### src/rtl/reg_move_sequencer.sv
// rtl/reg_move_sequencer.sv - relay-safe MOV/clear sequencer driving register-unit sel/ld lines
module reg_move_sequencer #(
    parameter int SETTLE = 2,
    parameter int LOAD   = 1,
    parameter int HOLD   = 1
) (
    input  logic        clk,
    input  logic        reset,
    input  logic        req_valid,
    output logic        req_ready,
    input  logic [2:0]  req_src,
    input  logic [2:0]  req_dst,
    input  logic        req_clr,
    output logic [7:0]  sel_o,
    output logic [7:0]  ld_o,
    output logic        clr_o,
    output logic        busy,
    output logic        done,
    output logic        err,
    output logic [15:0] led_o
);
    localparam int MAX_SL = (SETTLE > LOAD) ? SETTLE : LOAD;
    localparam int MAX_PH = (MAX_SL > HOLD) ? MAX_SL : HOLD;
    localparam int CW     = $clog2(MAX_PH + 1);

    typedef enum logic [2:0] {IDLE, SEL, LD, HLD, ERR} state_t;

    state_t        state_q, state_d;
    logic [CW-1:0] cnt_q, cnt_d;
    logic [2:0]    src_q, src_d, dst_q, dst_d;
    logic          clrm_q, clrm_d;

    logic          ready_q, ready_d;
    logic [7:0]    sel_q, sel_d, ld_q, ld_d;
    logic          clr_q, clr_d, busy_q, busy_d, done_q, done_d, err_q, err_d;

    always_comb begin
        state_d = state_q;
        cnt_d   = cnt_q;
        src_d   = src_q;
        dst_d   = dst_q;
        clrm_d  = clrm_q;
        case (state_q)
            IDLE: begin
                if (req_valid) begin
                    src_d  = req_src;
                    dst_d  = req_dst;
                    clrm_d = req_clr;
                    if (!req_clr && (req_src == req_dst)) begin
                        state_d = ERR;
                    end else begin
                        state_d = SEL;
                        cnt_d   = CW'(SETTLE - 1);
                    end
                end
            end
            SEL: begin
                if (cnt_q == '0) begin
                    state_d = LD;
                    cnt_d   = CW'(LOAD - 1);
                end else begin
                    cnt_d = cnt_q - 1'b1;
                end
            end
            LD: begin
                if (cnt_q == '0) begin
                    state_d = HLD;
                    cnt_d   = CW'(HOLD - 1);
                end else begin
                    cnt_d = cnt_q - 1'b1;
                end
            end
            HLD: begin
                if (cnt_q == '0) begin
                    state_d = IDLE;
                end else begin
                    cnt_d = cnt_q - 1'b1;
                end
            end
            ERR:     state_d = IDLE;
            default: state_d = IDLE;
        endcase

        // Outputs are decoded from the next state so every output leaves a flop.
        ready_d = (state_d == IDLE);
        busy_d  = (state_d == SEL) || (state_d == LD) || (state_d == HLD);
        sel_d   = (busy_d && !clrm_d) ? (8'd1 << src_d) : 8'd0;
        clr_d   = busy_d && clrm_d;
        ld_d    = (state_d == LD) ? (8'd1 << dst_d) : 8'd0;
        done_d  = (state_d == HLD) && (cnt_d == '0);
        err_d   = (state_d == ERR);
    end

    always_ff @(posedge clk) begin
        if (reset) begin
            state_q <= IDLE;
            cnt_q   <= '0;
            src_q   <= '0;
            dst_q   <= '0;
            clrm_q  <= 1'b0;
            ready_q <= 1'b1;
            sel_q   <= '0;
            ld_q    <= '0;
            clr_q   <= 1'b0;
            busy_q  <= 1'b0;
            done_q  <= 1'b0;
            err_q   <= 1'b0;
        end else begin
            state_q <= state_d;
            cnt_q   <= cnt_d;
            src_q   <= src_d;
            dst_q   <= dst_d;
            clrm_q  <= clrm_d;
            ready_q <= ready_d;
            sel_q   <= sel_d;
            ld_q    <= ld_d;
            clr_q   <= clr_d;
            busy_q  <= busy_d;
            done_q  <= done_d;
            err_q   <= err_d;
        end
    end

    assign req_ready = ready_q;
    assign sel_o     = sel_q;
    assign ld_o      = ld_q;
    assign clr_o     = clr_q;
    assign busy      = busy_q;
    assign done      = done_q;
    assign err       = err_q;
    assign led_o     = {ld_q, sel_q};
endmodule

### config.mk
export PLATFORM = sky130hd
export DESIGN_NAME = reg_move_sequencer
export DESIGN_NICKNAME = d
export VERILOG_FILES = /design/src/rtl/reg_move_sequencer.sv
export SDC_FILE = /design/constraint.sdc
export NUM_CORES = 1
export LEC_CHECK = 0
export CAP_MARGIN = 20
export CORE_MARGIN = 1.5
export CORE_UTILIZATION = 40
export DETAILED_ROUTE_END_ITERATION = 8
export GPL_TIMING_DRIVEN = 0
export PLACE_DENSITY_LB_ADDON = 0.25
export RECOVER_POWER = 50
export SLEW_MARGIN = 20
export SYNTH_ARGS = -nofsm -noshare
export SYNTH_HDL_FRONTEND = slang
export SYNTH_SLANG_ARGS = --single-unit
### constraint.sdc
create_clock -name clk -period 1.87 [get_ports clk]
set_clock_uncertainty 0.1 [all_clocks]
set_input_delay 0.561 -clock clk [delete_from_list [all_inputs] [get_ports clk]]
set_output_delay 0.561 -clock clk [all_outputs]
set_load 0.05 [all_outputs]
==> results.yml <==
status:
  status: "complete, no violations"
route:
  drt_wl_total_um: 3220
  drtIter0Drc: 34
  drcViolationCount: 0
  vias_per_cell: 4.93
  dr.pass1.iters: 4
  drtAntennaViolNets: 0
  wl_per_cell_um: 12.7
  via_count: 1247
synthesis:
  syn-mean-instance-area_um2: 9.06
  synth_top_area_share_pct: 47.4
  synth_fp_nets: 164
  ys_warn_count: 0
  synth_largest_area_cell: "dfxtp_1"
  netlist_instances: 154
  yosys_register_bits: 33
  ys_seq_area_share_pct: 47.4
  syn_area_um2: 1400
  synthDistinctLibCells: 33
  ys_top_cells_by_area: "dfxtp_1 (47%), buf_4 (8.6%), nor2_1 (7.3%)"
timing:
  relSlewSlack_pct: 64.7
  maxSlewViolCount: 0
  setup_slack_ns: 0.0351
  min_period_ns: 1.83
  holdWs_ns: 0.397
  tightest_slew_ns: 0.528
  fmax_ghz: 0.545
  finalHoldViolCount: 0
  period_share_pct: 98.1
  setup_violations: 0
power_and_ir_drop:
  powerDensity_nw_per_um2: 848
  peakVddDrop_mv: 0.506
  power_leakage_nw: 0.829
finish:
  post-route-util_pct: 59.1
  layout-drive-gt1-share_pct: 37.7
  area_delta_synth_final_pct: 41.3
  nFillCells: 316
  layout_common_cells: "dfxtp_1 (31), nor2_1 (27), clkbuf_2 (20)"
  final_cells: 253
  diodes: 0
  multi_input_area_um2: 632
  fin_nets: 217
  final_cell_area_um2: 1970
  layout.cells.most_common: "dfxtp_1"
  ff_latch_area_um2: 663
floorplan:
  die_h_um: 62.1
  io_pins: 47
  dieArea_um2: 3850
  dieWidth_um: 62.1
  initial_core_util_pct: 41.8
  rows: 21
  core_um2: 3340
global_routing:
  grt_antenna_before_repair: 0
  grt_max_degree: 11
  grt_overflow: 0
  grt.total_usage_pct: 17.8
  grt_pass1_wl_um: 4930
  grt_pass1_vias: 1128
critical_path:
  startpoint: "req_dst[2]"
  reg2regPathDepth: 5
  path_buf_inv: 1
  cp.depth: 5
  crit_path_top_delay_cell: "or4_4"
  crit_type: "input port to flip-flop"
  r2r_slack_ns: 0.07
  worstSetupEndpoint: "sel_o[3]"
  crit_path_end_kind: "flip-flop"
  cp_top_family: "simple AND/OR/NAND/NOR gates"
  cp.required_ns: 2.00
  crit_chain: "dlygate4sd2_1 -> xor2_1 -> or4_4 -> a22oi_2 -> nor2_1"
  regToRegEndpoint: "ld_o[4]"
  worst_ep_arrival_time_ns: 1.96
  slowest_delay_ns: 0.54
  start_kind: "input port"
  reg2reg_from: "state_q[0]"
  crit_fanout: 4
clock_tree:
  root_buffer: "clkbuf_4"
  clockBufferDepth: 2
  clock_latency_ns: 0.33
  tritoncts: "built"
  clkTransAtPathRegs_ns: 0.09
  numCtsBuffers: 5
  cts.sinks: 33
  h-tree-depth: 2
placement:
  gp_congestion: 0.824
  port_buffers: 46
  placed_cell_area_um2: 1910
  dp_hpwl_um: 2340
  dp_cells: 246
  pre_cts_ws_ns: -0.765
worst_hold_path:
  hold_class: "flip-flop to flip-flop"
run:
  maxCapViolations: 0
-- synthesized netlist by cell type (all sizes together) --
master  number
a32oi        1
nor2        27
nand2b       2
mux2         1
nor4b        2
nor3         5
nand2       14
a22oi        1
xor2         4
or4          1
dfxtp       33
nand3        1
a21oi        9
and2         1
nor3b        3
or2          1
buf         18
a31oi        5
and4         1
mux2i        4
and4b        2
or4b         3
clkbuf       4
o21ai        6
or3          1
inv          3
nand3b       1
-- worst register-to-register path, cell delays in order (launching register included) --
cell and delay (ns):
dfxtp_1 0.32, buf_6 0.13, or4b_4 0.54, mux2i_4 0.23, nand3b_1 0.25, nor2_1 0.16
-- final cells by class --
class                   instances  area share, %
repair buffers                 48           20.1
flip-flops and latches         33           33.7
clock buffers                   7           2.79
multi-input cells              96           32.1
plain buffers                  20           7.94
well taps                      46           2.92
inverters                       3          0.571
-- logic make-up after synthesis --
logic type,synth area share [%]
mux,4.57
flops,47.4
buf+inv,12.1
simple gates,24.7
compound gates,8.79
xor+xnor,2.51
-- worst min-delay path by stage --
stage	from	endpoint	depth (start not counted)
finish	src_q[0]	src_q[0]	2
CTS	src_q[0]	src_q[0]	2
global placement	src_q[2]	src_q[2]	2
floorplan	src_q[2]	src_q[2]	2
detailed placement	src_q[2]	src_q[2]	2
global route	req_dst[1]	dst_q[1]	3
-- metal layers --
metal	vias up	track usage, %	part of all wire [%]
met5	-	0	0
met4	0	4.56	0.84
met3	3	7.66	6.6
met2	38	31.0	51
met1	594	19.8	41
li1	612	-	-
-- where the power goes --
part / internal [mW] / total (mW) / switching (mW)
clock: 0.177 / 0.403 / 0.226
combinational: 0.180 / 0.482 / 0.302
sequential: 0.749 / 0.785 / 0.0366
-- state kept, by name, summed over array words and instances (netlist names) --
register / cells
state_q: 3
cnt_q: 2
dst_q: 3
req_ready: 1
done: 1
src_q: 3
ld_o: 8
busy: 1
clr_o: 1
err: 1
sel_o: 8
clrm_q: 1
-- what timing repair did --
item	in CTS	in global routing
pin swaps	2	5
setup endpoints to repair	64	36
setup buffers	1	1
hold buffers	0	0
resized for setup	97	38
gates cloned	0	0
-- metrics by stage --
step / total power [mW] / setup TNS (ns)
floorplan: 1.12 / -0.137
global placement: 1.25 / -16.58
detailed placement: 1.26 / -17.26
CTS: 1.66 / 0
global route: 1.76 / -0.00166
finish: 1.67 / 0
No activity file was read; power rests on OpenSTA's default activity.
